===== config.mk =====
export PLATFORM = sky130hd
export DESIGN_NAME = alu_op_encoder_flat
export DESIGN_NICKNAME = d
export VERILOG_FILES = /design/src/rtl/alu_op_encoder_if.sv /design/src/rtl/alu_op_encoder.sv /design/src/flat_wrapper.sv
export SDC_FILE = /design/constraint.sdc
export NUM_CORES = 1
export LEC_CHECK = 0
export BUFFER_PORTS_ARGS = -buffer_cell sky130_fd_sc_hd__buf_2
export CAP_MARGIN = 5
export CORE_MARGIN = 2
export CORE_UTILIZATION = 44
export DETAILED_ROUTE_END_ITERATION = 12
export PLACE_DENSITY = 0.87
export RECOVER_POWER = 50
export SLEW_MARGIN = 25
export SYNTH_ARGS = -nofsm -noshare
export SYNTH_HDL_FRONTEND = slang
export SYNTH_SLANG_ARGS = --single-unit

===== constraint.sdc =====
create_clock -name clk -period 1.5 [get_ports clk]
set_clock_uncertainty 0.05 [all_clocks]
set_input_delay 0.15 -clock clk [delete_from_list [all_inputs] [get_ports clk]]
set_output_delay 0.15 -clock clk [all_outputs]
set_load 0.01 [all_outputs]

===== src/rtl/alu_op_encoder_if.sv =====
// Handshake and decode-result bundle between the decode
// front end, the ALU op encoder and the ALU.
interface alu_op_encoder_if;
    logic        in_valid;
    logic        in_ready;
    logic [31:0] instr;
    logic        out_valid;
    logic        out_ready;
    logic [3:0]  alu_op;
    logic        use_imm;
    logic        br_inv;
    logic        is_branch;
    logic        illegal;
    logic [7:0]  illegal_cnt;

    modport master (
        output in_valid,
        output instr,
        output out_ready,
        input  in_ready,
        input  out_valid,
        input  alu_op,
        input  use_imm,
        input  br_inv,
        input  is_branch,
        input  illegal,
        input  illegal_cnt
    );

    modport slave (
        input  in_valid,
        input  instr,
        input  out_ready,
        output in_ready,
        output out_valid,
        output alu_op,
        output use_imm,
        output br_inv,
        output is_branch,
        output illegal,
        output illegal_cnt
    );
endinterface


===== src/rtl/alu_op_encoder.sv =====
// RV32I -> ALU op / operand-select / branch-sense encoder.
// Registered output plus one skid entry, illegal counter.
module alu_op_encoder (
    input  logic            clk,
    input  logic            rst_n,
    alu_op_encoder_if.slave bus
);
    typedef struct packed {
        logic [3:0] alu_op;
        logic       use_imm;
        logic       br_inv;
        logic       is_branch;
        logic       illegal;
    } dec_t;

    localparam logic [3:0] OP_ADD  = 4'b0000;
    localparam logic [3:0] OP_SUB  = 4'b0001;
    localparam logic [3:0] OP_AND  = 4'b0010;
    localparam logic [3:0] OP_OR   = 4'b0011;
    localparam logic [3:0] OP_XOR  = 4'b0100;
    localparam logic [3:0] OP_SLL  = 4'b0101;
    localparam logic [3:0] OP_SRL  = 4'b0110;
    localparam logic [3:0] OP_SRA  = 4'b0111;
    localparam logic [3:0] OP_SLT  = 4'b1000;
    localparam logic [3:0] OP_SLTU = 4'b1001;

    localparam logic [6:0] F7_Z   = 7'b0000000;
    localparam logic [6:0] F7_ALT = 7'b0100000;

    logic [6:0] opc;
    logic [2:0] f3;
    logic [6:0] f7;
    dec_t       dec;
    logic       bad;

    dec_t       out_q, out_d;
    dec_t       skid_q, skid_d;
    logic       ov_q, ov_d;
    logic       sv_q, sv_d;
    logic       rdy_q;
    logic [7:0] cnt_q, cnt_d;
    logic       acc;
    logic       dlv;

    assign opc = bus.instr[6:0];
    assign f3  = bus.instr[14:12];
    assign f7  = bus.instr[31:25];

    // Combinational decode of the incoming word
    always_comb begin
        dec = '0;
        bad = 1'b0;
        case (opc)
            7'b0110011: begin
                if (!(f7 == F7_Z ||
                      (f7 == F7_ALT &&
                       (f3 == 3'b000 || f3 == 3'b101))))
                    bad = 1'b1;
                case (f3)
                    3'b000:  dec.alu_op = f7[5] ? OP_SUB : OP_ADD;
                    3'b001:  dec.alu_op = OP_SLL;
                    3'b010:  dec.alu_op = OP_SLT;
                    3'b011:  dec.alu_op = OP_SLTU;
                    3'b100:  dec.alu_op = OP_XOR;
                    3'b101:  dec.alu_op = f7[5] ? OP_SRA : OP_SRL;
                    3'b110:  dec.alu_op = OP_OR;
                    default: dec.alu_op = OP_AND;
                endcase
            end
            7'b0010011: begin
                dec.use_imm = 1'b1;
                case (f3)
                    3'b000:  dec.alu_op = OP_ADD;
                    3'b001: begin
                        dec.alu_op = OP_SLL;
                        if (f7 != F7_Z) bad = 1'b1;
                    end
                    3'b010:  dec.alu_op = OP_SLT;
                    3'b011:  dec.alu_op = OP_SLTU;
                    3'b100:  dec.alu_op = OP_XOR;
                    3'b101: begin
                        dec.alu_op = f7[5] ? OP_SRA : OP_SRL;
                        if (f7 != F7_Z && f7 != F7_ALT) bad = 1'b1;
                    end
                    3'b110:  dec.alu_op = OP_OR;
                    default: dec.alu_op = OP_AND;
                endcase
            end
            7'b0000011, 7'b0100011, 7'b1100111,
            7'b0110111, 7'b0010111, 7'b1101111: begin
                dec.alu_op  = OP_ADD;
                dec.use_imm = 1'b1;
            end
            7'b1100011: begin
                dec.is_branch = 1'b1;
                case (f3)
                    3'b000: {dec.alu_op, dec.br_inv} = {OP_SUB, 1'b0};
                    3'b001: {dec.alu_op, dec.br_inv} = {OP_SUB, 1'b1};
                    3'b100: {dec.alu_op, dec.br_inv} = {OP_SLT, 1'b1};
                    3'b101: {dec.alu_op, dec.br_inv} = {OP_SLT, 1'b0};
                    3'b110: {dec.alu_op, dec.br_inv} = {OP_SLTU, 1'b1};
                    3'b111: {dec.alu_op, dec.br_inv} = {OP_SLTU, 1'b0};
                    default: bad = 1'b1;
                endcase
            end
            default: bad = 1'b1;
        endcase
        if (bad) begin
            dec         = '0;
            dec.illegal = 1'b1;
        end
    end

    assign acc = bus.in_valid & rdy_q;
    assign dlv = ov_q & bus.out_ready;

    // Next state for output register, skid entry and counter
    always_comb begin
        out_d  = out_q;
        ov_d   = ov_q;
        skid_d = skid_q;
        sv_d   = sv_q;
        cnt_d  = cnt_q;
        if (!ov_q || dlv) begin
            if (sv_q) begin
                out_d = skid_q;
                ov_d  = 1'b1;
                sv_d  = acc;
                if (acc) skid_d = dec;
            end else begin
                ov_d = acc;
                if (acc) out_d = dec;
            end
        end else if (acc) begin
            skid_d = dec;
            sv_d   = 1'b1;
        end
        if (dlv && out_q.illegal && cnt_q != 8'hFF)
            cnt_d = cnt_q + 8'd1;
    end

    // State registers; in_ready is registered off the skid fill state
    always_ff @(posedge clk or negedge rst_n) begin
        if (!rst_n) begin
            out_q  <= '0;
            ov_q   <= 1'b0;
            skid_q <= '0;
            sv_q   <= 1'b0;
            rdy_q  <= 1'b0;
            cnt_q  <= 8'd0;
        end else begin
            out_q  <= out_d;
            ov_q   <= ov_d;
            skid_q <= skid_d;
            sv_q   <= sv_d;
            rdy_q  <= !sv_d;
            cnt_q  <= cnt_d;
        end
    end

    assign bus.in_ready    = rdy_q;
    assign bus.out_valid   = ov_q;
    assign bus.alu_op      = out_q.alu_op;
    assign bus.use_imm     = out_q.use_imm;
    assign bus.br_inv      = out_q.br_inv;
    assign bus.is_branch   = out_q.is_branch;
    assign bus.illegal     = out_q.illegal;
    assign bus.illegal_cnt = cnt_q;
endmodule


===== src/flat_wrapper.sv =====
// flat-port wrapper written by rule: the top's interface ports become plain ports
module alu_op_encoder_flat 
  (clk, rst_n, bus_in_valid, bus_instr, bus_out_ready, bus_in_ready, bus_out_valid, bus_alu_op, bus_use_imm, bus_br_inv, bus_is_branch, bus_illegal, bus_illegal_cnt);
  alu_op_encoder_if bus_i ();
  input  logic clk;
  input  logic rst_n;
  input wire logic [$bits(bus_i.in_valid)-1:0] bus_in_valid;
  input wire logic [$bits(bus_i.instr)-1:0] bus_instr;
  input wire logic [$bits(bus_i.out_ready)-1:0] bus_out_ready;
  output wire logic [$bits(bus_i.in_ready)-1:0] bus_in_ready;
  output wire logic [$bits(bus_i.out_valid)-1:0] bus_out_valid;
  output wire logic [$bits(bus_i.alu_op)-1:0] bus_alu_op;
  output wire logic [$bits(bus_i.use_imm)-1:0] bus_use_imm;
  output wire logic [$bits(bus_i.br_inv)-1:0] bus_br_inv;
  output wire logic [$bits(bus_i.is_branch)-1:0] bus_is_branch;
  output wire logic [$bits(bus_i.illegal)-1:0] bus_illegal;
  output wire logic [$bits(bus_i.illegal_cnt)-1:0] bus_illegal_cnt;
  assign bus_i.in_valid = bus_in_valid;
  assign bus_i.instr = bus_instr;
  assign bus_i.out_ready = bus_out_ready;
  assign bus_in_ready = bus_i.in_ready;
  assign bus_out_valid = bus_i.out_valid;
  assign bus_alu_op = bus_i.alu_op;
  assign bus_use_imm = bus_i.use_imm;
  assign bus_br_inv = bus_i.br_inv;
  assign bus_is_branch = bus_i.is_branch;
  assign bus_illegal = bus_i.illegal;
  assign bus_illegal_cnt = bus_i.illegal_cnt;
  alu_op_encoder u_core (.clk(clk), .rst_n(rst_n), .bus(bus_i));
endmodule

=== Word level (Yosys, flattened, before mapping) ===
Cells that the tools add are included.

* Bits in registers: 27
* Logic and storage cells: 83
* Bits of input ports: 36

* Add/sub/neg operators: 1
* Multiplexer cells: 25
* Bitwise operators: 2
* Equal/unequal tests: 20
* Reduce and logical (&&, ||, !) cells: 21

{| class="wikitable"
|+ Operators with widths
! kind !! count
|-
| one-hot mux 4 bit (7 select lines) || 2
|-
| two-way mux 8 bit || 6
|-
| == test 7 x 6 -> 1 bit, second input constant || 4
|-
| one-hot mux 4 bit (3 select lines) || 2
|-
| == test 7 bit, second input constant || 3
|-
| == test 7 x 5 -> 1 bit, second input constant || 2
|-
| == test 3 bit, second input constant || 4
|-
| two-way mux 1 bit || 12
|-
| OR reduction 6 bit || 2
|-
| adder 8 x 1 -> 8 bit, second input constant || 1
|-
| != test 8 bit, second input constant || 1
|-
| == test 7 x 2 -> 1 bit, second input constant || 1
|-
| logical NOT 7 bit || 1
|-
| != test 7 x 6 -> 1 bit, second input constant || 1
|-
| nonzero test 7 bit || 1
|-
| OR reduction 7 bit || 1
|-
| == test 3 x 2 -> 1 bit, second input constant || 2
|-
| OR reduction 2 bit || 3
|-
| logical AND 1 bit || 4
|-
| one-hot mux 1 bit (4 select lines) || 1
|-
| == test 3 x 1 -> 1 bit, second input constant || 1
|-
| logical NOT 3 bit || 1
|-
| logical OR 1 bit || 3
|-
| OR reduction 3 bit || 1
|-
| other kinds (7) || 9
|}

=== Logic depth before layout (Yosys ltp) ===
Gate-level depths: netlist (run 1).

* Depth in word-level cells: 10
* Mapped depth: 6
* Depth with buffers taken out: 6

=== Worst setup path before layout (run 1) ===
Ideal clock, no wire load.

* Path type: register to register
* Start: register u_core.cnt_q[0], in the netlist u_core.bus.illegal_cnt[0]
* End: register u_core.cnt_q[5], in the netlist u_core.bus.illegal_cnt[5]
* Period minus slack after synthesis: 1,604 ps
* Stages on the path, launching flop included: 7
* Path buffers: 0
* Arrival: 1,474 ps
* Setup slack: -104 ps
* Library setup time: 79 ps
* Path through: dfrtp_1 -> ha_1 -> nand3_1 -> o2111a_1 -> nand4_1 -> nor2_1 -> xor2_1

* Cells in the longest elaborated chain, start to end: 2
* Elaborated cells on any way between the ends: 3

{| class="wikitable"
|+ RTL lines
! what !! RTL line !! source
|-
| start: declaration || alu_op_encoder.sv:41 || <nowiki>logic [7:0] cnt_q, cnt_d;</nowiki>
|-
| start signal: assignment || alu_op_encoder.sv:157 || <nowiki>cnt_q <= cnt_d;</nowiki>
|-
| parallel branches: the longest is 2 deep, another holds adder 8 x 1 -> 8 bit || n/a ||
|}

Several ways; the timed one is not identified.
A chain may end at the register's enable or synchronous reset.

=== Worst setup path after layout (run 1) ===
* Start: register u_core.cnt_q[1], in the netlist u_core.bus.illegal_cnt[1]
* End: register u_core.cnt_q[3], in the netlist u_core.bus.illegal_cnt[3]

The elaborated chain is that of the path after synthesis.

==> qor.yml, run 1 <==
status: "complete, but fails checks"
violations: "setup timing"
ys_ff_latch: 27
grt_usage: 0.1753
vias: 1412
wirelength_microns: 3541
ant_nets: 0
synth_warnings: 0
clkSlewWorstSetupHoldPaths_ns: 0.15
min_period_over_period: 1.010
tns_ns: -0.01490
grt_pass1_vias: 1326
finalMaxSlewViolations: 0
overflow: 0
arrival_ns: 1.71
synth.most_common_cell: "dfrtp_1"
place_hpwl_microns: 2648
die_w_microns: 62.81
seq_area_frac_synth: 0.4441
cts.sinks: 27
synthTopCellsByArea: "dfrtp_1, o31ai_1, nand2_1, nor2_1, xnor2_1"
drtIter0Drc: 49
antenna_found_initial: 0
globalplace.congestion: 0.8009
std_cell_rows: 21
initial_core_util: 0.4559
cts_buffer_depth: 2
setup_viol: 1
die_h_microns: 62.81
synth_edf_count: 0
coreArea_sq_um: 3337
startpoint_type: "flop"
synth_cell_types: 51
drc: 0
postSynthCellCount: 150
grt_start_max_net_pins: 28
drive_gt1_frac: 0.4037
place.port_buffers: 38
syn2layout_area_growth_pct: 32.98
fillerInstances: 279
cts_buffers: 3
hold_violations: 0
rsz0062_at_grt: "true"
relSlewSlack: 0.5672
path_max_fanout: 3
min_from: "bus_in_valid"
power_density_nw_per_um2: 1234
design_area_sq_um: 2023
r2r_start: "u_core.bus.illegal_cnt[1]$_DFFE_PN0P_"
leakage_nw: 0.9422
peakVddDrop_uv: 1232
synth_flop_cell: "dfrtp_1"
ios: 54
hold_ws_ns: 0.03714
hold_path_class: "in2reg"
critical_path.endpoint_type: "flop"
async_reset_ff_frac: 1.000
crit_required_ns: 1.69
dr.pass1.iters: 5
r2r_slack_ns: -0.01
worst_slew_pin_slew_ns: 0.6492
nets: 256
timing_worst_setup_path_type: "reg2reg"
diodes: 0
yosys.area.top_type: "dfrtp_1"
yosys.area.top_type_share: 0.4441
startpoint: "u_core.bus.illegal_cnt[1]$_DFFE_PN0P_"
cap_violations: 0
root_buffer: "clkbuf_4"
synth_common_cells: "dfrtp_1, nand2_1, nor2_1"
htree_levels: 1
max_freq_mhz: 660.1
finalWorstSetupSlack_ns: -0.01490
wl_per_cell_microns: 13.41
placed_area_sq_um: 1953
syn_avg_cell_area_sq_um: 10.14
netlist_area_sq_um: 1521
dieArea_sq_um: 3944
grt_pass1_wl_microns: 5678
clkLatencyLatePin_ns: 0.33
detail_route.vias_per_cell: 5.348
synthesis.nets: 187
cts_tree: "built"
layout_min_cycle_time_ns: 1.515
==> cell families (layout without fill, tap and decap cells) <==
| group | Yosys count | count (layout) | synth area share |
|---|---|---|---|
| simple gates | 63 | 63 | 0.2591 |
| mux | 2 | 2 | 0.01480 |
| buf+inv | 9 | 77 | 0.03288 |
| compound gates | 40 | 40 | 0.1949 |
| fa+ha+maj | 1 | 1 | 0.008222 |
| flops | 27 | 27 | 0.4441 |
| xor+xnor | 8 | 8 | 0.04605 |
==> flip-flops by register name, summed over array words and instances, names as in the netlist <==
name	cells
u_core.bus.illegal_cnt	8
u_core.bus.use_imm	1
u_core.bus.alu_op	4
u_core.bus.is_branch	1
u_core.bus.illegal	1
u_core.bus.out_valid	1
u_core.skid_q	8
u_core.bus.in_ready	1
u_core.sv_q	1
u_core.bus.br_inv	1
==> metal layers <==
layer  routed length (microns)  part of all wire  track usage
met1                      1639              0.46       0.2184
met2                      1745              0.49       0.3091
met3                       121             0.034      0.03604
met4                        35            0.0099      0.04444
met5                         0                 0            0
==> critical path: stages, from the launching register on <==
cell and delay (ns):
dfrtp_1 0.41, ha_2 0.20, nand3_2 0.05, o2111a_2 0.22, nand4_1 0.19, buf_4 0.20
xnor2_1 0.11
==> final cells by class <==
type                            instances  area (sq um)  share of cell area
Multi-Input combinational cell        114         829.5              0.4100
Sequential cell                        27         675.6              0.3340
Timing Repair Buffer                   69         417.9              0.2066
Tap cell                               46         57.56             0.02845
Clock buffer                            3         22.52             0.01113
Inverter                                4         15.01            0.007421
Clock inverter                          1         5.005            0.002474
==> metrics by stage <==
step                      setup slack, ns  power (mW)  cells  utilization
after detailed placement          -0.1277       2.124    257       0.5853
after floorplan                  -0.03040       1.615    150            -
after CTS                        0.001210       2.449    262       0.5984
after global placement            -0.1076       2.088    257       0.5853
final                            -0.01490       2.497    264       0.6063
after global routing              -0.1004       2.659    264       0.6063
==> power by group <==
group	leakage [nW]	total, mW	switching [mW]	internal, mW
logic	0.575	1.18	0.622	0.556
clock network	0.0177	0.312	0.211	0.100
registers	0.350	1.01	0.117	0.891
==> path summary, 6_finish.rpt <==
check / end / cells after the start
max: u_core.bus.illegal_cnt[3]$_DFFE_PN0P_ / 6
min: u_core.bus.out_valid$_DFFE_PN0N_ / 2
max reg2reg: u_core.bus.illegal_cnt[3]$_DFFE_PN0P_ / 6
min reg2reg: u_core.skid_q[3]$_DFFE_PN0P_ / 2
max in group asynchronous: u_core.skid_q[5]$_DFFE_PN0P_ / 2
min in group asynchronous: u_core.bus.illegal$_DFFE_PN0P_ / 2
==> cells in the final DEF (no fill, tap or decap), types with 2 or more instances in the layout <==
| master | n |
|---|---|
| o21ai_0 | 8 |
| nor2_1 | 12 |
| inv_1 | 4 |
| clkbuf_1 | 6 |
| o2111ai_1 | 2 |
| clkbuf_4 | 3 |
| buf_4 | 30 |
| and3_1 | 6 |
| nand2b_1 | 2 |
| nand3_1 | 2 |
| mux2_2 | 2 |
| a21boi_0 | 2 |
| and2b_2 | 2 |
| xor2_1 | 3 |
| o31ai_1 | 8 |
| nor2b_4 | 2 |
| a21oi_1 | 6 |
| nand4_1 | 4 |
| nor2_2 | 2 |
| nand2_1 | 15 |
| buf_2 | 31 |
| xnor2_1 | 5 |
| dfrtp_1 | 27 |
==> timing repair <==
item / CTS / global route
endpoints found under the hold margin: 27 / 0
hold buffers: 1 / 0
gates resized for setup: 1 / 6
setup endpoints to repair: 3 / 13
pin swaps: 2 / 5
buffers inserted: 0 / 2
Power figures use the tool's default switching activity.
==> run 2, diff against run 1 <==
--- a/config.mk
+++ b/config.mk
@@ -8,10 +8,9 @@
 export BUFFER_PORTS_ARGS = -buffer_cell sky130_fd_sc_hd__buf_2
 export CAP_MARGIN = 5
 export CORE_MARGIN = 2
-export CORE_UTILIZATION = 44
+export CORE_UTILIZATION = 45
 export DETAILED_ROUTE_END_ITERATION = 12
-export PLACE_DENSITY = 0.87
-export RECOVER_POWER = 50
+export PLACE_DENSITY = 0.85
 export SLEW_MARGIN = 25
 export SYNTH_ARGS = -nofsm -noshare
 export SYNTH_HDL_FRONTEND = slang
==> constraint.sdc (replaced) <==
create_clock -name clk -period 1.55 [get_ports clk]
set_clock_uncertainty 0.05 [all_clocks]
set_input_delay 0.155 -clock clk [delete_from_list [all_inputs] [get_ports clk]]
set_output_delay 0.155 -clock clk [all_outputs]
set_load 0.01 [all_outputs]
==> run 2 against run 1 <==
Effect of this change: the run now ends clean; setup slack improved by 0.050 ns; global-route usage rose by 1.2 points; core utilization rose by 0.47 points; sequential share of layout area rose by 0.27 points; clock power fell by 4%; routed wire length fell by 5.8%; power fell by 3.9%; via count fell by 0.85%; combinational power fell by 4%; register-to-register slack improved by 0.05 ns; non-clock buffer count fell by 2; critical path type unchanged; largest power group unchanged.
==> qor.yml, run 2 (synthesized netlist as in run 1, its figures left out) <==
status: "completed"
rsz0062_at_grt: "true"
clkSlewWorstSetupHoldPaths_ns: 0.14  # about the same
clkLatencyLatePin_ns: 0.32  # about the same
diodes: 0  # unchanged
power_mw: 2.399  # -3.9%
startpoint_type: "flop"
layout_min_cycle_time_ns: 1.515  # -0.0001306 ns
peakVddDrop_uv: 384.0  # -69%
wl_per_cell_microns: 12.74  # -5.0%
coreArea_sq_um: 3284  # -1.6%
initial_core_util: 0.4632  # +0.007295
drtIter0Drc: 43  # -12%
fillerInstances: 313  # +12%
ios: 54  # unchanged
worst_slew_pin_slew_ns: 0.5808  # -0.06845 ns
timing_worst_setup_path_type: "reg2reg"
dieArea_sq_um: 3862  # -2.1%
cts_tree: "built"
grt_usage: 0.1875  # +0.01223
die_h_microns: 62.15  # -1.1%
hold_violations: 0  # unchanged
cts.sinks: 27  # unchanged
setup_viol: 0  # -1
drc: 0  # unchanged
critical_path.endpoint_type: "flop"
leakage_nw: 0.9499  # +0.82%
relSlewSlack: 0.6128  # +0.04563
grt_pass1_vias: 1364  # +2.9%
cts_buffer_depth: 2  # unchanged
tns_ns: 0  # +0.01490 ns
layout_common_cells: "buf_2, buf_4, dfrtp_1"
overflow: 0  # unchanged
detail_route.vias_per_cell: 5.344  # about the same
syn2layout_area_growth_pct: 31.91
min_period_over_period: 0.9773  # -0.03266
nets: 254  # -0.78%
die_w_microns: 62.15  # -1.1%
std_cell_rows: 21  # unchanged
arrival_ns: 1.68  # -0.03 ns
wirelength_microns: 3337  # -5.8%
max_freq_mhz: 660.2  # about the same
root_buffer: "clkbuf_4"
globalplace.congestion: 0.8091  # +1.0%
cts_buffers: 3  # unchanged
crit_required_ns: 1.72  # +0.03 ns
path_max_fanout: 10  # +7
finalMaxSlewViolations: 0  # unchanged
dr.pass1.iters: 5  # unchanged
hold_ws_ns: 0.03775  # +0.0006116 ns
htree_levels: 1  # unchanged
vias: 1400  # -0.85%
hold_path_class: "in2reg"
layout_commonest_cell: "buf_2"
multi_input_area_sq_um: 822.0  # -0.91%
place_hpwl_microns: 2600  # -1.8%
antenna_found_initial: 0  # unchanged
grt_start_max_net_pins: 28  # unchanged
power_density_nw_per_um2: 1195  # -3.2%
regArea_sq_um: 675.6  # unchanged
r2r_slack_ns: 0.04  # +0.05 ns
drive_gt1_frac: 0.4167  # +0.01300
cap_violations: 0  # unchanged
ant_nets: 0  # unchanged
grt_pass1_wl_microns: 5899  # +3.9%
place.port_buffers: 38  # unchanged
==> run 2: layer usage <==
layer / track usage / vias up / share of wire
met5: 0 / - / 0
met4: 0.05556 / 0 / 0.0093
met3: 0.02899 / 4 / 0.043
met2: 0.3478 / 40 / 0.52
met1: 0.2235 / 667 / 0.43
li1: - / 689 / -
==> run 2: worst paths after layout <==
path / cells after the start / startpoint / end
worst max-delay path: 3 / u_core.bus.out_valid$_DFFE_PN0N_ / u_core.bus.illegal$_DFFE_PN0P_
worst min-delay path: 2 / bus_in_valid / u_core.bus.out_valid$_DFFE_PN0N_
worst max register to register: 3 / u_core.bus.out_valid$_DFFE_PN0N_ / u_core.bus.illegal$_DFFE_PN0P_
worst min register to register: 2 / u_core.skid_q[6]$_DFFE_PN0P_ / u_core.skid_q[6]$_DFFE_PN0P_
max in group asynchronous: 2 / rst_n / u_core.skid_q[6]$_DFFE_PN0P_
min in group asynchronous: 2 / rst_n / u_core.bus.illegal_cnt[6]$_DFFE_PN0P_
==> run 2: final cells by class <==
cell class | instances | share of cell area
multi-input cells | 114 | 0.4096
flip-flops and latches | 27 | 0.3367
repair buffers | 67 | 0.2045
well taps | 46 | 0.02868
clock buffers | 4 | 0.01309
inverters | 4 | 0.007481
==> run 2: stage by stage <==
step	setup slack (ns)	std cells	utilization	cell area (sq um)
2_1_floorplan	0.008097	150	-	1525
3_3_place_gp	-0.07982	254	0.5863	1926
3_5_place_dp	-0.1059	254	0.5863	1926
4_1_cts	0.006709	259	0.5973	1962
5_1_grt	-0.03428	262	0.6110	2007
6_report	0.03523	262	0.6110	2007
==> run 2: where the power goes <==
part | internal [mW] | switching (mW) | leakage (nW)
sequential | 0.862 | 0.105 | 0.350
clock | 0.101 | 0.199 | 0.0150
combinational | 0.540 | 0.592 | 0.585
==> run 2: timing repair <==
item,in CTS,in global routing
pin swaps,2,6
resized for setup,0,5
endpoints found under the setup margin,2,9
buffers inserted,0,3
hold endpoints to repair,27,0
hold buffers,1,0
==> run 2: critical path: stages (launching register included) <==
cell and delay (ns):
dfrtp_1 0.40, nor2b_2 0.18, or2_2 0.41, a221o_1 0.38
